### src/rtl/scan_crypto_seq.sv
// Sequencer for the serial-in / AES / serial-out scan encryption datapath.
// Optional raw-data bypass is compiled in with SCAN_CRYPTO_BYPASS_EN.
module scan_crypto_seq #(
    parameter int unsigned BLOCK_W  = 128,
    parameter int unsigned CNT_W    = 8,
    parameter int unsigned TIMEOUT  = 64,
    parameter int unsigned BLKCNT_W = 16
) (
    input  logic                clk,
    input  logic                reset_n,
    input  logic                shift_en,
    input  logic                out_ready,
    input  logic                key_valid,
    input  logic                aes_done,
    input  logic                abort,
`ifdef SCAN_CRYPTO_BYPASS_EN
    input  logic                bypass,
    output logic                crypt_sel,
`endif
    output logic                ready_in,
    output logic                sipo_shift,
    output logic                aes_start,
    output logic                piso_load,
    output logic                piso_shift,
    output logic                out_valid,
    output logic                busy,
    output logic                err_timeout,
    output logic [BLKCNT_W-1:0] blk_cnt
);

    localparam int unsigned TMR_W = (TIMEOUT > 1) ? $clog2(TIMEOUT) : 1;
    localparam logic [CNT_W-1:0] BitLast = CNT_W'(BLOCK_W - 1);
    localparam logic [TMR_W-1:0] TmrLast = TMR_W'(TIMEOUT - 1);

    typedef enum logic [2:0] {
        StIdle, StLoad, StStart, StWait, StXfer, StUnload, StErr
    } state_e;

    state_e              state_q, state_d;
    logic [CNT_W-1:0]    bit_cnt_q, bit_cnt_d;
    logic [CNT_W-1:0]    out_cnt_q, out_cnt_d;
    logic [TMR_W-1:0]    tmr_q, tmr_d;
    logic                err_q, err_d;
    logic [BLKCNT_W-1:0] blk_q, blk_d;
    logic                ready_q, busy_q, load_q, ov_q;
`ifdef SCAN_CRYPTO_BYPASS_EN
    logic                csel_q, csel_d;
`endif

    always_comb begin
        state_d   = state_q;
        bit_cnt_d = bit_cnt_q;
        out_cnt_d = out_cnt_q;
        tmr_d     = tmr_q;
        err_d     = err_q;
        blk_d     = blk_q;
`ifdef SCAN_CRYPTO_BYPASS_EN
        csel_d    = csel_q;
`endif
        sipo_shift = shift_en & ready_q & ~abort;
        piso_shift = out_ready & ov_q & ~abort;
        // The start pulse must coincide with the cycle key_valid is seen in START.
        aes_start  = (state_q == StStart) & key_valid & ~abort;

        if (abort) begin
            state_d   = StIdle;
            bit_cnt_d = '0;
            out_cnt_d = '0;
            tmr_d     = '0;
            err_d     = 1'b0;
        end else begin
            unique case (state_q)
                StIdle, StLoad: begin
                    if (sipo_shift) begin
                        if (bit_cnt_q == BitLast) begin
                            bit_cnt_d = '0;
                            state_d   = StStart;
`ifdef SCAN_CRYPTO_BYPASS_EN
                            csel_d = ~bypass;
                            if (bypass) state_d = StXfer;
`endif
                        end else begin
                            bit_cnt_d = bit_cnt_q + 1'b1;
                            state_d   = StLoad;
                        end
                    end
                end
                StStart: begin
                    tmr_d = '0;
                    if (key_valid) state_d = StWait;
                end
                StWait: begin
                    if (aes_done) begin
                        state_d = StXfer;
                    end else if (tmr_q == TmrLast) begin
                        state_d = StErr;
                        err_d   = 1'b1;
                    end else begin
                        tmr_d = tmr_q + 1'b1;
                    end
                end
                StXfer: state_d = StUnload;
                StUnload: begin
                    if (piso_shift) begin
                        if (out_cnt_q == BitLast) begin
                            out_cnt_d = '0;
                            blk_d     = blk_q + 1'b1;
                            state_d   = StIdle;
                        end else begin
                            out_cnt_d = out_cnt_q + 1'b1;
                        end
                    end
                end
                StErr: state_d = StErr;
                default: state_d = StIdle;
            endcase
        end
    end

    // Moore outputs are registered from the next state so they align with state_q.
    always_ff @(posedge clk or negedge reset_n) begin
        if (!reset_n) begin
            state_q   <= StIdle;
            bit_cnt_q <= '0;
            out_cnt_q <= '0;
            tmr_q     <= '0;
            err_q     <= 1'b0;
            blk_q     <= '0;
            ready_q   <= 1'b1;
            busy_q    <= 1'b0;
            load_q    <= 1'b0;
            ov_q      <= 1'b0;
`ifdef SCAN_CRYPTO_BYPASS_EN
            csel_q    <= 1'b0;
`endif
        end else begin
            state_q   <= state_d;
            bit_cnt_q <= bit_cnt_d;
            out_cnt_q <= out_cnt_d;
            tmr_q     <= tmr_d;
            err_q     <= err_d;
            blk_q     <= blk_d;
            ready_q   <= (state_d == StIdle) || (state_d == StLoad);
            busy_q    <= (state_d != StIdle);
            load_q    <= (state_d == StXfer);
            ov_q      <= (state_d == StUnload);
`ifdef SCAN_CRYPTO_BYPASS_EN
            csel_q    <= csel_d;
`endif
        end
    end

    assign ready_in    = ready_q;
    assign busy        = busy_q;
    assign piso_load   = load_q;
    assign out_valid   = ov_q;
    assign err_timeout = err_q;
    assign blk_cnt     = blk_q;
`ifdef SCAN_CRYPTO_BYPASS_EN
    assign crypt_sel   = csel_q;
`endif

endmodule
### config.mk
export PLATFORM = sky130hd
export DESIGN_NAME = scan_crypto_seq
export DESIGN_NICKNAME = d
export VERILOG_FILES = /design/src/rtl/scan_crypto_seq.sv
export SDC_FILE = /design/constraint.sdc
export NUM_CORES = 1
export LEC_CHECK = 0
export CORE_MARGIN = 2
export CORE_UTILIZATION = 58
export CTS_CLUSTER_SIZE = 28
export DETAILED_ROUTE_END_ITERATION = 12
export GPL_TIMING_DRIVEN = 0
export HOLD_SLACK_MARGIN = 0.05
export PLACE_DENSITY_LB_ADDON = 0.3
export SLEW_MARGIN = 0
export SYNTH_ARGS = -nofsm -noshare
export SYNTH_HDL_FRONTEND = slang
export SYNTH_SLANG_ARGS = --single-unit
### constraint.sdc
create_clock -name clk -period 4.1 [get_ports clk]
set_input_delay 0.82 -clock clk [delete_from_list [all_inputs] [get_ports clk]]
set_output_delay 0.82 -clock clk [all_outputs]
set_load 0.01 [all_outputs]
# After elaboration in Yosys (flattened, before gate mapping)
# Index checks and enable logic that the tools add are counted.
# W data, S select, Z words.
[classes]
n_addsub = 4
eq_ne = 15
n_mux = 25
n_bitwise = 7
n_reduce_logical = 17
[ops]
columns = ["operator", "n"]
rows = [
  ["$mux W8", 8],
  ["$mux W3", 7],
  ["$mux W6", 3],
  ["$pmux W3 S6", 1],
  ["$add A16 B1 Y16 const B", 1],
  ["$add A8 B1 Y8 const B", 2],
  ["$eq A8 B7 Y1 const B", 2],
  ["$eq A3 B3 Y1 const B", 5],
  ["$pmux W6 S2", 1],
  ["$reduce_bool A2 Y1", 6],
  ["$add A6 B1 Y6 const B", 1],
  ["$and A1 B1 Y1", 6],
  ["$eq A3 B1 Y1 const B", 2],
  ["$eq A3 B2 Y1 const B", 2],
  ["$eq A6 B6 Y1 const B", 1],
  ["$logic_not A3 Y1", 2],
  ["$ne A3 B3 Y1 const B", 2],
  ["$reduce_and A3 Y1", 2],
  ["$reduce_bool A3 Y1", 2],
  ["$mux W1", 4],
  ["$reduce_and A2 Y1", 2],
  ["$reduce_and A4 Y1", 1],
  ["$mux W2", 1],
  ["$ne A2 B1 Y1 const B", 1],
  ["3 further kinds", 3],
]
[totals]
reg_bits = 46
input_bits = 7
output_inout_bits = 24

# Depth between registers and ports, before layout
# Gate-level depths: netlist (run 1).
[depth]
depth_word = 7
depth_mapped = 7
depth_no_buf = 6

# Least setup slack after synthesis (run 1)
# No wires, ideal clock.
[synth_timing]
path_type = "input-to-output"
from = "in key_valid"
to = "out aes_start"
arrival_ns = 1.307
slack_ns = 1.973
path_stages = 2
n_path_buf = 0
path_cell_list = "nor3b_1 -> nor2b_1"
[synth_between]
elab_chain_len = 2
[synth_lines]
columns = ["item", "line_no", "source"]
rows = [
  ["from (decl)", "13", "input logic key_valid,"],
  ["$and A1 B1 Y1 (2 in series)", "63", "aes_start = (state_q == StStart) & key_valid & ~abort;"],
  ["to (decl)", "22", "output logic aes_start,"],
]
# No other way between the ends.

# Worst setup path after layout (run 1)
[layout_timing]
from = "in abort"
to = "out aes_start"
[layout_between]
elab_chain_len = 2
[layout_lines]
columns = ["item", "line_no", "source"]
rows = [
  ["from (decl)", "15", "input logic abort,"],
  ["$not A1 Y1 (no source line)", "n/a", ""],
  ["$and A1 B1 Y1", "63", ""],
]
# No other way between the ends.

==> flow_results.org, run 1 <==
** Outcome
- Outcome :: finished, final reports clean

** Critical path
- The cell that appears most often on the critical path is sky130_fd_sc_hd__clkdlybuf4s50_1.
- Crit start category :: input port
- Cell-by-cell listing of the critical path :: clkdlybuf4s50_1 > clkbuf_1 > nor2b_1 > clkdlybuf4s50_1
- The worst setup path is captured at a primary output.
- The worst register-to-register path ends at blk_cnt[11].
- Critical path startpoint :: abort
- On the worst path, the slowest cell contributes a delay of 610 ps.
- In this run the critical register-to-register path is launched from out_cnt_q[0].
- The worst register-to-register path has a setup slack of 2090 ps.
- Crit path kind :: in2out
- The critical path ends at aes_start.
- Crit path arrival time :: 2410 ps
- Endpoint required time on the critical path :: roughly 3300 ps
- Critical-path maximum fanout :: 10
- The number of cells on the worst reg-to-reg path is 7.
- Library cell contributing the largest single delay on the critical path :: sky130_fd_sc_hd__clkdlybuf4s50_1

** Final layout
- Layout area overhead :: 21.68%
- Layout Utilization :: 75.02%
- Net total in the final layout :: 283
- Cells with a size suffix above 1 make up 6.227% of the layout.
- Antenna cell count :: 0
- The finished cells cover 2788 µm².

** Timing
- The worst pin sits at a relative slew slack of 63.89%.
- Min Tclk post-route :: approximately 3200 ps
- Largest clock skew in the final design :: 9.551 ps
- The max-slew violation count came to 0.
- Transition time at the pin with the least slew margin :: 541.7 ps
- The number of hold-slack violations in the final timing report was 0.
- In the finished design, the share of the clock period the worst path needs comes to between 70% and 80%.
- Total negative slack :: 0 ps
- Setup violations remaining at the end of the flow were counted as 0.
- Peak Freq :: 309.2 MHz
- Hold timing on the final database bottoms out at a slack of 476.5 ps.
- RSZ-0062 raised after global routing :: no

** Die
- Once the floorplan was initialized, standard cells occupied between 60% and 70% of the core.
- Pin placement for this block handled 31 I/O pins.
- The core region is 3716 µm².
- In this run the core area contains 22 standard-cell rows.
- Die Wd :: 66.85 µm
- Die Area :: ~4500 µm²
- The die is between 60 and 70 µm tall.

** GRT
- Initial antenna violation count :: 0
- Global routing consumed, over all layers together, about a quarter of the routing resources.
- The first global-routing pass estimated 7.941 mm of wire.
- Number of global-route vias before repair :: ~1800
- The total overflow left after global routing is 0.
- Largest net degree at the start of global routing :: 26

** Power
- The analysis attributes to cell leakage a power of 1.198 nW.
- VDD sags by at most 0.2336 mV.
- Dividing total power by cell area gives a power density of 303.1 nW/µm².
- The design draws 0.8450 mW.
- Net switching power of the design :: 0.1884 mW
- Switching fraction of total power :: roughly 22%
- In this run, the clock network consumes 39.8% of the power.
- The internal power of the cells totals around 0.66 mW.
- Share of total power in combinational logic :: 5.6%
- Per report_power, the sequential group accounts for 54.6% of the total.

** Clock tree
- Clock-pin slew was measured on the worst setup and hold paths at 90 ps.
- CTS Root Cell :: sky130_fd_sc_hd__clkbuf_8
- Num Clock Sinks :: 46
- After clock tree synthesis, the repair step resized 0 gates.
- TritonCTS clock tree :: done
- Buffers added to address setup during post-CTS repair amount to 0.
- The clock tree synthesis step divided the H-tree into 2 levels.
- TritonCTS created 5 clock buffers.
- Hold-fix buffers at CTS :: 0
- Counting along the longest clock path gives a buffer depth of 2.
- The clock reaches the later pin of the worst-skew pair after around 300 ps.

** Route
- DR DRC count :: 0
- Detail-routed net length per standard cell :: 14.33 µm
- After detailed routing, the number of vias per cell comes to around 5.8.
- For this block, the routed nets add up to 4.599 mm of wire.
- Pre-Repair DR Iteration Count :: 4
- 1st-iter DRT viols :: 137
- Number of vias after detailed routing :: ~1900
- Routed Antenna Nets :: 0

** Placed design
- At the end of routability-driven placement, the weighted congestion stood at 0.8365.
- Cell Area, Placed :: 2674 µm²
- IO buf count :: 30
- Post-DP HPWL :: 3.405 mm

** Yosys
- Gate count after technology mapping :: 234
- Each instance of the synthesized netlist takes up on average 9.790 µm².
- Proportion of register bits with asynchronous set or reset after synthesis :: 100.0%
- Register bit count reported by yosys :: 46
- Predominant post-synthesis flop cell :: sky130_fd_sc_hd__dfrtp_1
- Leading cell type by number of instances after synthesis :: sky130_fd_sc_hd__dfrtp_1
- Post-synthesis cell area :: 2291 µm²
- Number of warnings reported in the yosys synthesis log :: 0
- Of the synthesized area, sequential elements account for just over 50%.
- Post-synthesis cell type count :: 43
- Post-synth EDFFs :: 0
- Summed over all instances, the cell type with the most area after synthesis is sky130_fd_sc_hd__dfrtp_1.
- The synthesized design devotes to its leading area cell type 49.15% of total area.
- In the post-synthesis netlist, the biggest area contributors are sky130_fd_sc_hd__dfrtp_1 (49%), sky130_fd_sc_hd__nor2_1 (5.1%), sky130_fd_sc_hd__xnor2_1 (4.6%).
- In the synthesized netlist, the cells that appear most often are sky130_fd_sc_hd__dfrtp_1 (45), sky130_fd_sc_hd__nor2_1 (31), sky130_fd_sc_hd__nand3_1 (19).
- The number of nets handed over by synthesis was 245.

** Run
- The tool flagged a number of max-cap violations equal to 0.

** Hold path
- Class of the tightest hold or removal check :: reg2reg
==> cell families (layout without fill, tap and decap cells) <==
kind of cell             Yosys count  in the layout  share of synthesized area (%)
AND/OR/NAND/NOR                  107            107                          24.36
flip-flops                        46             46                          50.30
AO/OA/AOI/OAI                     36             36                          10.27
XOR/XNOR                          23             23                          8.793
buffers and inverters             15             54                          2.731
adder cells (fa/ha/maj)            4              4                          2.185
multiplexers                       3              3                          1.365
==> cells in the final DEF (no fill, tap or decap), types with 2 or more instances in the layout <==
cell type                         synthesis  routed
sky130_fd_sc_hd__nand4_1                  9       9
sky130_fd_sc_hd__nand3b_1                 3       3
sky130_fd_sc_hd__clkinvlp_4               0       2
sky130_fd_sc_hd__nand4b_1                 2       2
sky130_fd_sc_hd__mux2i_1                  2       2
sky130_fd_sc_hd__and3b_1                  3       3
sky130_fd_sc_hd__clkbuf_1                 4       4
sky130_fd_sc_hd__buf_2                    2       3
sky130_fd_sc_hd__nor4_1                   3       3
sky130_fd_sc_hd__nor2_1                  31      31
sky130_fd_sc_hd__o31ai_1                  3       3
sky130_fd_sc_hd__nand2_1                 16      16
sky130_fd_sc_hd__ha_1                     4       4
sky130_fd_sc_hd__a31oi_1                  5       5
sky130_fd_sc_hd__and3_1                   5       5
sky130_fd_sc_hd__clkbuf_8                 0       5
sky130_fd_sc_hd__nor2b_1                  3       3
sky130_fd_sc_hd__o21bai_1                 2       2
sky130_fd_sc_hd__a21oi_1                 10      10
sky130_fd_sc_hd__inv_1                    8       8
sky130_fd_sc_hd__nand3_1                 19      19
sky130_fd_sc_hd__and4_1                   2       2
sky130_fd_sc_hd__xor2_1                  11      11
sky130_fd_sc_hd__dfrtp_1                 45      45
sky130_fd_sc_hd__or2_1                    2       2
sky130_fd_sc_hd__clkdlybuf4s50_1          0      29
sky130_fd_sc_hd__xnor2_1                 12      12
sky130_fd_sc_hd__o21ai_0                  8       8
sky130_fd_sc_hd__nor3_1                   3       3
==> worst max-delay path, delay by kind of cell <==
family / cells / cell delay, ps
simple gates: 1 / 80
buf+inv: 3 / 1500
==> layer usage <==
layer  GRT usage, %  part of all wire, %  vias up  wire length [µm]
met4          6.633                  1.2        0                54
met3          5.068                  4.0        6               185
met2          38.50                   49       36              2263
met1          31.77                   46      921              2096
met5              0                    0        -                 0
li1               -                    -      908                 -
==> worst min-delay path by stage <==
stage,startpoint,to,slack [ps],cells past startpoint
final,blk_cnt[15],blk_cnt[15],480,1
after global routing,blk_cnt[15],blk_cnt[15],500,1
after CTS,blk_cnt[15],blk_cnt[15],480,1
after detailed placement,blk_cnt[15],blk_cnt[15],470,1
after global placement,blk_cnt[15],blk_cnt[15],460,1
after floorplan,out_cnt_q[7],out_cnt_q[7],440,1
==> power by group through the flow <==
stage / Sequential, mW / Clock (mW) / Combinational (mW)
after floorplan: 0.469 / 0 / 0.0204
after global placement: 0.470 / 0 / 0.0433
after detailed placement: 0.470 / 0 / 0.0473
after CTS: 0.461 / 0.342 / 0.0475
after global routing: 0.462 / 0.362 / 0.0527
final: 0.461 / 0.337 / 0.0473
==> final cells by class <==
| type | count | area, µm² |
|---|---|---|
| clock inverters | 3 | 45.04 |
| fillers | 265 | 928.4 |
| repair buffers | 31 | 322.8 |
| inverters | 8 | 30.03 |
| plain buffers | 7 | 32.53 |
| multi-input cells | 173 | 1076 |
| flip-flops and latches | 46 | 1152 |
| clock buffers | 5 | 68.82 |
| well taps | 48 | 60.06 |
==> metrics by stage <==
| step | worst slack, ps | cells |
|---|---|---|
| floorplan | 1973 | 234 |
| CTS | 886.4 | 321 |
| global placement | 865.6 | 312 |
| detailed placement | 878.3 | 313 |
| global route | 772.6 | 321 |
| finish | 865.8 | 321 |
==> state kept, by name (all words and copies together) (netlist names), 3 cells and up <==
register / count
bit_cnt_q: 8
blk_cnt: 16
out_cnt_q: 8
state_q: 3
tmr_q: 6
(Power assumes the default switching activity.)
==> run 2: changes to the inputs <==
--- a/config.mk
+++ b/config.mk
@@ -6,7 +6,7 @@
 export NUM_CORES = 1
 export LEC_CHECK = 0
 export CORE_MARGIN = 2
-export CORE_UTILIZATION = 58
+export CORE_UTILIZATION = 54
 export CTS_CLUSTER_SIZE = 28
 export DETAILED_ROUTE_END_ITERATION = 12
 export GPL_TIMING_DRIVEN = 0
==> constraint.sdc (replaced) <==
create_clock -name clk -period 3.3 [get_ports clk]
set_input_delay 0.66 -clock clk [delete_from_list [all_inputs] [get_ports clk]]
set_output_delay 0.66 -clock clk [all_outputs]
set_load 0.01 [all_outputs]
==> flow_results.org, run 2 (same netlist as run 1, synthesis figures left out) <==
** Outcome
- Outcome :: finished, final reports clean (unchanged)

** Timing
- The number of hold-slack violations in the final timing report came to 0 (unchanged).
- The number of failing setup endpoints in the final timing report is 0 (unchanged).
- Peak Freq :: around 350 MHz
- Relative slew slack :: 68.77% (was 63.89%)
- Transition time at the pin with the least slew margin :: 464.1 ps (was 541.7 ps)
- The max-slew violation count is 0 (unchanged).
- Part of the cycle the worst path needs :: 87.76%
- Min Tclk post-route :: slightly below 3000 ps
- The worst clock skew came to 8.819 ps (was 9.551 ps).
- Total negative slack :: 0 ps (unchanged)
- RSZ-0062 raised after global routing: no (unchanged).

** Power
- Seq pwr share :: 57.9% (was 54.6%)
- Switching fraction of total power :: 24.85% (was 22.29%)
- Share of total power in combinational logic :: 5.7% (was 5.6%)
- The internal portion of total power came to 0.7428 mW (was 0.6567 mW).
- Power density normalized to cell area :: 357.8 nW/µm² (was 303.1 nW/µm²)
- LEAKAGE :: 1.189 nW (was 1.198 nW)
- The switching power summed over all nets came to 0.2457 mW (was 0.1884 mW).
- The largest voltage drop on the vdd net is 0.2259 mV (was 0.2336 mV).
- Part of the total power dissipated in the clock network :: 36.3% (was 39.8%)

** Die
- Area of the core :: 4029 µm² (was 3716 µm²)
- The chip width came to 69.14 µm (was 66.85 µm).
- Height of the die :: 69.14 µm (was 66.85 µm)
- I/O Pins :: 31 (unchanged)
- The row count is 23 (was 22).
- The initial core utilization was 56.86% (was 61.65%).
- Die Area :: 4780 µm² (was 4469 µm²)

** Clock tree
- TritonCTS clock tree :: done (unchanged)
- The number of hold buffers added after cts came to 0 (unchanged).
- The buffer type at the clock tree root was sky130_fd_sc_hd__clkbuf_8 (unchanged).
- The sink count of the clock tree came to 46 (unchanged).
- The post-CTS clock slew at the launch and capture registers of the worst setup and hold paths came to 90 ps (about the same).
- The number of buffers on the longest clock path came to 2 (unchanged).
- Clock latency on the worst-skew pair :: 300 ps (about the same)
- Count of H-tree levels built during CTS :: 2 (unchanged)
- Clock buffer count from CTS :: 5 (unchanged)
- The number of buffers added for setup after CTS came to 0 (unchanged).
- Resized cells post-CTS :: 0 (unchanged)

** Route
- DR DRC count :: 0 (unchanged)
- The count of antenna-violating nets left after detailed routing is 0 (unchanged).
- 1st-iter DRT viols :: 102 (was 137)
- Detail-routed net length per standard cell :: 14.06 µm (was 14.33 µm)
- Routed wire length :: 4.542 mm (was 4.599 mm)
- The number of vias per cell after detailed routing was 5.743 (was 5.829).
- The length of the first detailed-routing pass in iterations came to 4 (unchanged).
- The total number of vias was 1855 (was 1871).

** GRT
- Largest net degree at the start of global routing :: 28 (was 26)
- The first-pass GRT wire length is 8.038 mm (was 7.941 mm).
- Number of global-route vias before repair :: 1778 (was 1815)
- Total grt overflow :: 0 (unchanged)
- Gr usage total :: 20.49% (was 23.56%)
- Initial antenna violation count :: 0 (unchanged)

** Placed design
- Post-DP HPWL :: 3.311 mm (was 3.405 mm)
- Instance count after placement with tap cells included :: 315 (was 313)
- The placer's final routability congestion estimate was 0.8458 (was 0.8365).
- The port buffer count was 30 (unchanged).

** Critical path
- The capturing point of the worst reg2reg path is blk_cnt[14] (was blk_cnt[11]).
- Endpoint required time on the critical path :: 2640 ps (was 3280 ps)
- The data arrival time at the worst-slack endpoint came to 2240 ps (was 2410 ps).
- Element type at the critical path end :: primary output (unchanged)
- The destination of the critical timing path was aes_start (unchanged).
- Crit start category :: flip-flop (was input port)
- Crit path kind :: reg2out (was in2out)
- The setup slack on the worst flop-to-flop path is 1280 ps (was 2090 ps).
- The launch point of the worst path is state_q[2] (was abort).
- Critical-path maximum fanout :: 10 (unchanged)
- Register-to-Register Path Depth :: 7 (unchanged)
- The worst flop-to-flop path startpoint is out_cnt_q[0] (unchanged).

** Run
- Max-cap violations :: 0 (unchanged)

** Final layout
- Layout area overhead :: 20.59% (was 21.68%)
- Commonest cells after routing, fill and taps aside: sky130_fd_sc_hd__dfrtp_1 (45), sky130_fd_sc_hd__nor2_1 (31), sky130_fd_sc_hd__clkdlybuf4s50_1 (29), sky130_fd_sc_hd__nand3_1 (19), sky130_fd_sc_hd__nand2_1 (16) (unchanged).
- Number of non-filler instances in the completed layout :: 323 (was 321)
- The most common cell after layout, fill and taps aside is sky130_fd_sc_hd__dfrtp_1 (unchanged).
- Share of cells above drive strength 1 :: 6.227% (unchanged)
- Antenna cell count :: 0 (unchanged)
- Net total in the final layout :: 283 (unchanged)
- The number of filler cells placed in the layout is 327 (was 265).
- The flip-flop count of the largest register, all copies and words added was 16 (unchanged).

** Hold path
- The worst min-delay path class is in2async (was reg2reg).
[run 2: cell types whose count changed in the layout (fill, tap and decap cells not counted), sizes merged]
cell	previous run	this run
inv	8	9
clkinvlp	2	1
bufinv	1	0
clkinv	0	1
[run 2: worst min path at each step]
stage                               to         from
after floorplan           bit_cnt_q[0]      reset_n
after global placement     blk_cnt[15]  blk_cnt[15]
after detailed placement   blk_cnt[15]  blk_cnt[15]
after CTS                     tmr_q[1]      reset_n
after global routing          tmr_q[1]      reset_n
final                      err_timeout      reset_n
[run 2: final cells by class]
type / count / area [µm²] / area share, %
Clock buffer: 5 / 68.82 / 2.491
Buffer: 7 / 32.53 / 1.178
Clock inverter: 3 / 25.02 / 0.9058
Tap cell: 50 / 62.56 / 2.264
Multi-Input combinational cell: 173 / 1076 / 38.95
Inverter: 8 / 30.03 / 1.087
Timing Repair Buffer: 31 / 315.3 / 11.41
Sequential cell: 46 / 1152 / 41.71
[run 2: through the flow]
stage / utilization [%] / hold WS (ps) / total power, mW / setup WS, ps / area (µm²)
5_1_grt: 68.57 / 325.7 / 1.031 / 199.5 / 2763
6_report: 68.57 / 289.4 / 0.9885 / 403.9 / 2763
3_3_place_gp: 65.87 / 460.5 / 0.6377 / 322.2 / 2654
2_1_floorplan: - / 364.4 / 0.6085 / 1406 / 2291
4_1_cts: 68.57 / 304.9 / 0.9974 / 378.9 / 2763
3_5_place_dp: 66.24 / 471.8 / 0.6409 / 412.3 / 2669
[run 2: layer usage]
metal | global-route usage (%) | wire, µm | up-vias
li1 | - | - | 908
met1 | 28.13 | 2134 | 899
met2 | 32.37 | 2149 | 40
met3 | 5.409 | 192 | 8
met4 | 5.447 | 65 | 0
met5 | 0 | 0 | -
[run 2: power groups by stage]
stage,clock network [mW],registers (mW),logic (mW)
after floorplan,0,0.583,0.0254
final,0.359,0.573,0.0566
after global routing,0.392,0.574,0.0645
after CTS,0.367,0.573,0.0575
after global placement,0,0.584,0.0541
after detailed placement,0,0.584,0.0571
[run 2: critical path: stages, from the launching register on]
cell	delay, ps
sky130_fd_sc_hd__dfrtp_1	450
sky130_fd_sc_hd__inv_1	160
sky130_fd_sc_hd__nand2_1	230
sky130_fd_sc_hd__nor3b_1	380
sky130_fd_sc_hd__nor2b_1	170
sky130_fd_sc_hd__clkdlybuf4s50_1	540
==> run 3: changes to the inputs <==
--- a/config.mk
+++ b/config.mk
@@ -11,7 +11,7 @@
 export DETAILED_ROUTE_END_ITERATION = 12
 export GPL_TIMING_DRIVEN = 0
 export HOLD_SLACK_MARGIN = 0.05
-export PLACE_DENSITY_LB_ADDON = 0.3
+export PLACE_DENSITY = 0.8
 export SLEW_MARGIN = 0
 export SYNTH_ARGS = -nofsm -noshare
 export SYNTH_HDL_FRONTEND = slang
==> flow_results.org, run 3 (same netlist as run 1, synthesis figures left out) <==
** Route
- The number of design-rule violations left by the first detailed-router iteration was 161 (was 102).
- Detail-routed net length per standard cell :: 14.48 µm (was 14.06 µm)
- The count of antenna-violating nets left after detailed routing was 0 (unchanged).
- Routed via count divided by cell count :: 5.731 (was 5.743)
- DR DRC count :: 0 (unchanged)
- The aggregate routed wire length came to 4.677 mm (was 4.542 mm).
- Number of vias after detailed routing :: 1851 (was 1855)
- Pre-Repair DR Iteration Count :: 4 (unchanged)

** Critical path
- Register-to-Register Path Depth :: 6 (was 7)
- The type of the worst setup path is reg2out (unchanged).
- The worst flop-to-flop path startpoint is out_cnt_q[0] (unchanged).
- Number of buffer and inverter stages on the critical path :: 2 (unchanged)
- The maximum single-stage delay on the critical path is 540 ps (about the same).
- Element type at the critical path end :: primary output (unchanged)
- Largest delay share family, worst path :: simple AND/OR/NAND/NOR gates (unchanged)
- Library cell contributing the largest single delay on the critical path :: sky130_fd_sc_hd__clkdlybuf4s50_1 (unchanged)
- The data arrival time at the worst-slack endpoint came to 2290 ps (was 2240 ps).
- Critical-path maximum fanout :: 10 (unchanged)
- The launching element type of the critical path was a flip-flop (unchanged).
- Cell-by-cell listing of the critical path: inv_1 > nand2_1 > nor3b_1 > nor2b_1 > clkdlybuf4s50_1 (unchanged).
- Slack of the worst reg-to-reg path :: 1260 ps (was 1280 ps)
- The capturing point of the worst reg2reg path was out_valid (was blk_cnt[14]).
- The required time of the critical path came to 2640 ps (about the same).

** Power
- Highest ir drop seen on vdd :: 0.3035 mV (was 0.2259 mV)
- Seq pwr share :: 58.8% (was 57.9%)
- The clock power share was 35.3% (was 36.3%).
- The post-layout total power is 0.9734 mW (was 0.9885 mW).
- Cell-internal power :: 0.7391 mW (was 0.7428 mW)
- The leakage power summed over all cells came to 1.192 nW (was 1.189 nW).
- The switching power summed over all nets was 0.2343 mW (was 0.2457 mW).
- Power density normalized to cell area :: 353.1 nW/µm² (was 357.8 nW/µm²)
- Share of total power in combinational logic :: 5.9% (was 5.7%)
- The fraction of power spent switching nets is 24.07% (was 24.85%).

** Run
- Max-cap violations :: 0 (unchanged)

** GRT
- The met3 routing resource usage after global routing was 3.947% (was 5.409%).
- Largest net degree at the start of global routing :: 29 (was 28)
- The via count of the first global-routing pass came to 1836 (was 1778).
- Total grt overflow :: 0 (unchanged)
- Wire length of the first global-routing pass :: 8.245 mm (was 8.038 mm)
- The global-route track usage on met1 came to 28.28% (was 28.13%).
- Met2 track demand over resource :: 34.29% (was 32.37%)
- Gr usage total :: 21.22% (was 20.49%)
- The most used routing layer in global routing is met2 (unchanged).
- The initial antenna violation count came to 0 (unchanged).

** Timing
- The number of failing setup endpoints in the final timing report is 0 (unchanged).
- The achievable frequency was 338.8 MHz (was 345.3 MHz).
- The final worst-path cycle share came to 89.46% (was 87.76%).
- Hold WS :: 293.5 ps (was 289.4 ps)
- Final Hold Vio Count :: 0 (unchanged)
- Total negative slack :: 0 ps (unchanged)
- The transition time at the pin with the least slew margin was 492.7 ps (was 464.1 ps).
- The post-route minimum period was 2952 ps (was 2896 ps).
- Largest clock skew in the final design :: 5.943 ps (was 8.819 ps)
- The worst slew slack as a fraction of its limit was 66.85% (was 68.77%).
- RSZ-0062 raised after global routing :: no (unchanged)
- The max-slew violation count came to 0 (unchanged).

** Clock tree
- Clock edge transition at the registers on the reported setup and hold paths :: 90 ps (about the same)
- Clock Tree Buf Depth :: 2 (unchanged)
- The number of hold buffers added after cts is 0 (unchanged).
- The count of cells resized by post-cts repair came to 0 (unchanged).
- The worst-skew pair later-pin latency was 300 ps (about the same).
- Count of H-tree levels built during CTS :: 2 (unchanged)
- Num Clock Sinks :: 46 (unchanged)
- The number of buffers added for setup after CTS came to 0 (unchanged).
- The TritonCTS buffer count is 5 (unchanged).
- The buffer type at the clock tree root is sky130_fd_sc_hd__clkbuf_8 (unchanged).
- The CTS tree was done (unchanged).

** Final layout
- Commonest cells after routing, fill and taps aside: sky130_fd_sc_hd__dfrtp_1 (45), sky130_fd_sc_hd__nor2_1 (31), sky130_fd_sc_hd__clkdlybuf4s50_1 (29), sky130_fd_sc_hd__nand3_1 (19), sky130_fd_sc_hd__nand2_1 (16) (unchanged).
- The flip-flop count of the largest register, all copies and words added was 16 (unchanged).
- The number of diodes added for antenna fixing came to 0 (unchanged).
- The final-stage net count was 283 (unchanged).
- The final non-filler cell total is 323 (unchanged).
- The summed area of non-filler cells in the final layout came to 2756 µm² (was 2763 µm²).
- The most common cell after layout, fill and taps aside was sky130_fd_sc_hd__dfrtp_1 (unchanged).
- Share of cells above drive strength 1 :: 6.227% (unchanged)
- The signed area change from the synthesized netlist to the final layout is 20.32% (was 20.59%).

** Placed design
- Cell Area, Placed :: 2669 µm² (unchanged)
- Instance count after placement with tap cells included :: 315 (unchanged)
- Final weighted congestion in routability-driven placement :: 0.7998 (was 0.8458)
- Post-DP HPWL :: 3.454 mm (was 3.311 mm)
- The port buffer count was 30 (unchanged).

** Die
- The placeable core region came to 4029 µm² (unchanged).
- The initial core utilization was 56.86% (unchanged).
- The row count came to 23 (unchanged).
- The die outline area came to 4780 µm² (unchanged).
- I/O Pins :: 31 (unchanged)
- Die Wd :: 69.14 µm (unchanged)
- Height of the die :: 69.14 µm (unchanged)

** Hold path
- The worst min-delay path class is in2async (unchanged).

** Outcome
- Outcome: finished, final reports clean (unchanged).
run 3: cell count changes in the layout (fill, tap and decap cells not counted):
| cell | change |
|---|---|
| sky130_fd_sc_hd__clkinvlp_4 | -1 |
| sky130_fd_sc_hd__clkinv_4 | -1 |
| sky130_fd_sc_hd__clkinv_2 | +2 |
run 3: worst max-delay path by stage:
stage	start	endpoint	slack, ps	depth (start not counted)
after floorplan	state_q[2]	aes_start	1410	4
after global placement	reset_n	blk_cnt[3]	300	1
after detailed placement	abort	aes_start	400	4
after CTS	state_q[2]	aes_start	350	5
after global routing	state_q[2]	aes_start	210	5
final	state_q[2]	aes_start	350	5
run 3: routing by layer:
| metal | vias up | routed length, µm |
|---|---|---|
| li1 | 907 | - |
| met5 | - | 0 |
| met1 | 910 | 2210 |
| met4 | 0 | 63 |
| met3 | 6 | 121 |
| met2 | 28 | 2281 |
run 3: final cells by class:
cell class | instances | area (µm²)
timing repair buffer | 31 | 315.3
tap | 50 | 62.56
buffer | 7 | 32.53
clock inverter | 3 | 18.77
multi-input combinational | 173 | 1076
inverter | 8 | 30.03
sequential | 46 | 1152
fill | 324 | 1272
clock buffer | 5 | 68.82
run 3: per-stage QoR:
stage          utilization (%)  worst slack [ps]
6_report                 68.42             348.0
5_1_grt                  68.42             210.7
4_1_cts                  68.42             347.0
3_5_place_dp             66.24             403.4
3_3_place_gp             65.87             304.9
2_1_floorplan                -              1406
run 3: power groups by stage:
stage	Clock (mW)	Combinational [mW]	Sequential, mW
floorplan	0	0.0254	0.583
global placement	0	0.0541	0.584
detailed placement	0	0.0576	0.584
CTS	0.350	0.0579	0.573
global route	0.378	0.0646	0.573
finish	0.344	0.0571	0.573
==> RTL edit 1 (settings of run 1) <==
`CNT_W`: 8 -> 12.
--- a/src/rtl/scan_crypto_seq.sv
+++ b/src/rtl/scan_crypto_seq.sv
@@ -2,7 +2,7 @@
 // Optional raw-data bypass is compiled in with SCAN_CRYPTO_BYPASS_EN.
 module scan_crypto_seq #(
     parameter int unsigned BLOCK_W  = 128,
-    parameter int unsigned CNT_W    = 8,
+    parameter int unsigned CNT_W    = 12,
     parameter int unsigned TIMEOUT  = 64,
     parameter int unsigned BLKCNT_W = 16
 ) (
Behaviour: same outputs for any inputs over 10 cycles, from zero or initial values and one cycle with reset_n low; that may be too few to reach the edited logic, so the function may still have changed.
==> RTL edit 1 against run 1 <==
Setup slack better by 0.13 ns. Cell count grew 19%. Routed wire length rose by 23%. Clock skew grew 0.0022 ns. Sequential cell count is 8 higher. Design area grew 18%. Synthesized area grew 23%. Total power grew 6.1%. Global-route usage increased by 0.24 points. Hold slack worse by 0.043 ns. Largest cell class is now multi-input gates.
==> RTL edit 1: results (changes against run 1) <==
* Distinct cells, synth at 50 (+16%)
* Worst-Margin Slew at 0.7208 ns (+0.1791 ns)
* Wl on met1 at 2.839 mm (+35%)
* GR Util met2 at 36.71% (-1.8 points)
* Non-clk bufs at 39 (+2.6%)
* Iteration-0 DRC count of the detailed router at 171 (+25%)
* RR Endpoint: piso_load
* CTS Sinks at 54 (+17%)
* RePlAce Congestion at 0.8150 (-2.6%)
* Clk_skew at 0.01176 ns (+0.002210 ns)
* Crit Path Max Fanout at 4 (-6)
* DR WL/cell at 14.80 um (+3.3%)
* Sequential share of cell area at 41.29% (-0.047 points)
* Gate Count Post-Synth at 290 (+24%)
* Final #Nets at 338 (+19%)
* Largest net degree at the start of global routing at 38 (+46%)
* Placed Area at 0.003193 mm2 (+19%)
* Clk cell area share at 2.521% (-1.6 points)
* Count of non-CTS inverters in the layout at 7 (-1)
* Synth cell count leaders: dfrtp_1, nor2_1, a21oi_1, nand2_1
* Worst r2r src: tmr_q[0]
* Final Core Density at 69.81% (-5.2 points)
* Met3 WL at 168 um (-9.2%)
* Port bufs at 29 (-3.3%)
* Met2 Routed Length at 2.583 mm (+14%)
* GRT met1 Usage at 34.62% (+2.8 points)
* Fill cells at 354 (+34%)
* Fraction of area in non-clock buffers at 10.70% (-2.1 points)
* R2R depth at 6 (-1)
* Total routing usage reported by global routing at 23.80% (+0.24 points)
* Seq/Total Area, Yosys at 47.96% (-2.3 points)
* Vias in the first global route at 2153 (+19%)
* Reg2reg setup slack at 1.88 ns (-0.21 ns)
* Multi-input combinational area share at 42.63% (+4.0 points)
* Placed Cells at 374 (+19%)
* First-pass GRT wire length at 10.10 mm (+27%)
* Top post-synthesis cells by area: dfrtp_1, a21oi_1, xnor2_1
* Dpl hpwl at 4.057 mm (+19%)
* Place WS at 0.9961 ns (+0.1178 ns)
* Multi-Input Combinational at 220 (+27%)
* Min-delay worst type: input pin to async pin
* Tightest hold margin at 0.4339 ns (-0.04258 ns)
* Outcome: finished, final reports clean
RTL edit 1: kinds of logic after synthesis:
family,after synthesis,synth area share (%)
AOI/OAI and AO/OA,57,12.38
DFF,54,47.96
xor gates and xnor gates,26,8.075
adders and majority gates,4,1.775
muxes,3,1.198
and+or+nand+nor,130,26.09
buffers and inverters,16,2.528
RTL edit 1: worst max path at each step:
stage                          from          end  slack (ns)  cells past startpoint
after floorplan               abort    aes_start        1.78                      3
after CTS                 out_ready   piso_shift        0.98                      4
after detailed placement  out_ready   piso_shift         1.0                      4
after global placement      reset_n  blk_cnt[10]        0.58                      1
final                     out_ready   piso_shift        0.99                      4
after global routing      out_ready   piso_shift        0.88                      4
RTL edit 1: power by group through the flow:
stage                     clock [W]  combinational (W)  sequential [W]
final                      0.000292          0.0000647        0.000540
after global routing       0.000322          0.0000723        0.000541
after CTS                  0.000297          0.0000658        0.000540
after detailed placement          0          0.0000651        0.000550
after global placement            0          0.0000625        0.000550
after floorplan                   0          0.0000328        0.000551
==> RTL edit 2 (flow settings as in run 1) <==
Made on the original files. One comparison of `bit_cnt_q` changes from == to >=.
--- a/src/rtl/scan_crypto_seq.sv
+++ b/src/rtl/scan_crypto_seq.sv
@@ -72,7 +72,7 @@
             unique case (state_q)
                 StIdle, StLoad: begin
                     if (sipo_shift) begin
-                        if (bit_cnt_q == BitLast) begin
+                        if (bit_cnt_q >= BitLast) begin
                             bit_cnt_d = '0;
                             state_d   = StStart;
 `ifdef SCAN_CRYPTO_BYPASS_EN
Behaviour: no difference found for any inputs over 10 cycles, from zero or initial values and one cycle with reset_n low; that may be too few to reach the edited logic, so the function may still have changed.
==> RTL edit 2 against run 1 <==
Critical path depth is the same. Maximum frequency grew 5.8%. Synthesized area grew 3.7%. Combinational power shrank 6.8%. Routed wire length grew 12%. Synthesized cell count grew 5.1%. Total power shrank 5.7%. Count of clock-buffer cells in the layout grew 1. Sequential cell count is the same. Design area grew 1.8%. Setup slack gained 0.18 ns. First-iteration DRC count shrank 39%. Critical path type unchanged.
==> RTL edit 2: results (changes against run 1) <==
* Leakage at 1.274 nW (+6.4%)
* CP startpoint: out_ready
* DR WL/cell at 15.43 um (+7.7%)
* Final #Nets at 294 (+3.9%)
* TritonCTS buffer count at 5 (unchanged)
* Iteration-0 DRC count of the detailed router at 84 (-39%)
* Port bufs at 29 (-3.3%)
* Met3 WL at 253 um (+37%)
* Area grow syn2layout at 19.48%
* First-pass GRT wire length at 8.397 mm (+5.7%)
* Total routing usage reported by global routing at 24.33% (+0.77 points)
* Ys Warns at 0 (unchanged)
* Internal Power at 0.0006075 W (-7.5%)
* Tightest hold margin at 0.4085 ns (-0.06794 ns)
* GR Util met2 at 38.35% (-0.15 points)
* Top post-synthesis cells by area: dfrtp_1, nand2_1, nor2_1
* Placed Area at 0.002744 mm2 (+2.6%)
* Synth Net Count at 257 (+4.9%)
* Seq/Total Area, Yosys at 48.50% (-1.8 points)
* Crit Path Max Fanout at 3 (-7)
* Non-Filler Instances at 334 (+4.0%)
* Distinct cells, synth at 50 (+16%)
* Vias in the first global route at 1827 (+0.66%)
* Global Route met3 Usage at 4.770% (-0.30 points)
* Fill cells at 318 (+20%)
* GRT met1 Usage at 33.23% (+1.5 points)
* Wl on met1 at 2.346 mm (+12%)
* Gate Count Post-Synth at 246 (+5.1%)
* Average vias per placed instance at 5.826 (about the same)
* Worst vdd ir at 257.5 uV (+10%)
* Share of layout cells above drive strength 1 at 9.155% (+2.9 points)
* Outcome: finished, final reports clean
* Reg2reg setup slack at 2.12 ns (+0.03 ns)
* Min-delay worst type: input pin to async pin
==> RTL edit 2: cell count changes in the layout (fill, tap and decap cells not counted), sizes merged, moves of 3 or more <==
cell,before,now
buf,5,9
nor3,3,10
nand2b,1,5
nand3,19,13
nand2,16,30
xnor2,12,9
nor2,31,28
inv,8,5
o21ai,8,17
nand4,9,6
clkbuf,9,6
and3,5,9
a21oi,10,7
==> RTL edit 2: cells by family (layout without fill, tap and decap cells) <==
group                    after synthesis  after routing  share of synthesized area [%]
flip-flops                            46             46                          48.50
AND/OR/NAND/NOR                      117            117                          26.44
adder cells (fa/ha/maj)                4              4                          2.106
buffers and inverters                 13             51                          2.423
AO/OA/AOI/OAI                         45             45                          12.64
XOR/XNOR                              19             19                          7.004
multiplexers                           2              2                         0.8952
==> RTL edit 2: per-stage QoR <==
stage	total power (W)	setup WS [ns]
after floorplan	0.0004870	1.801
after global routing	0.0008226	0.9665
final	0.0007971	1.044
after global placement	0.0005094	0.9613
after CTS	0.0008005	1.056
after detailed placement	0.0005117	1.066
==> RTL edit 2: layout make-up <==
type	instances	area [um2]	area share, %
clock inverters	2	12.51	0.4407
repair buffers	30	305.3	10.75
clock buffers	6	82.58	2.909
well taps	50	62.56	2.204
plain buffers	7	35.03	1.234
flip-flops and latches	46	1152	40.59
multi-input cells	187	1166	41.08
inverters	6	22.52	0.7933
==> RTL edit 2: final timing paths <==
| path | endpoint | depth (start not counted) |
|---|---|---|
| worst max-delay path | piso_shift | 4 |
| worst min-delay path | bit_cnt_q[6] | 1 |
| worst max register to register | piso_load | 6 |
| worst min register to register | blk_cnt[15] | 1 |
| max in group asynchronous | ready_in | 2 |
| min in group clk | blk_cnt[15] | 1 |
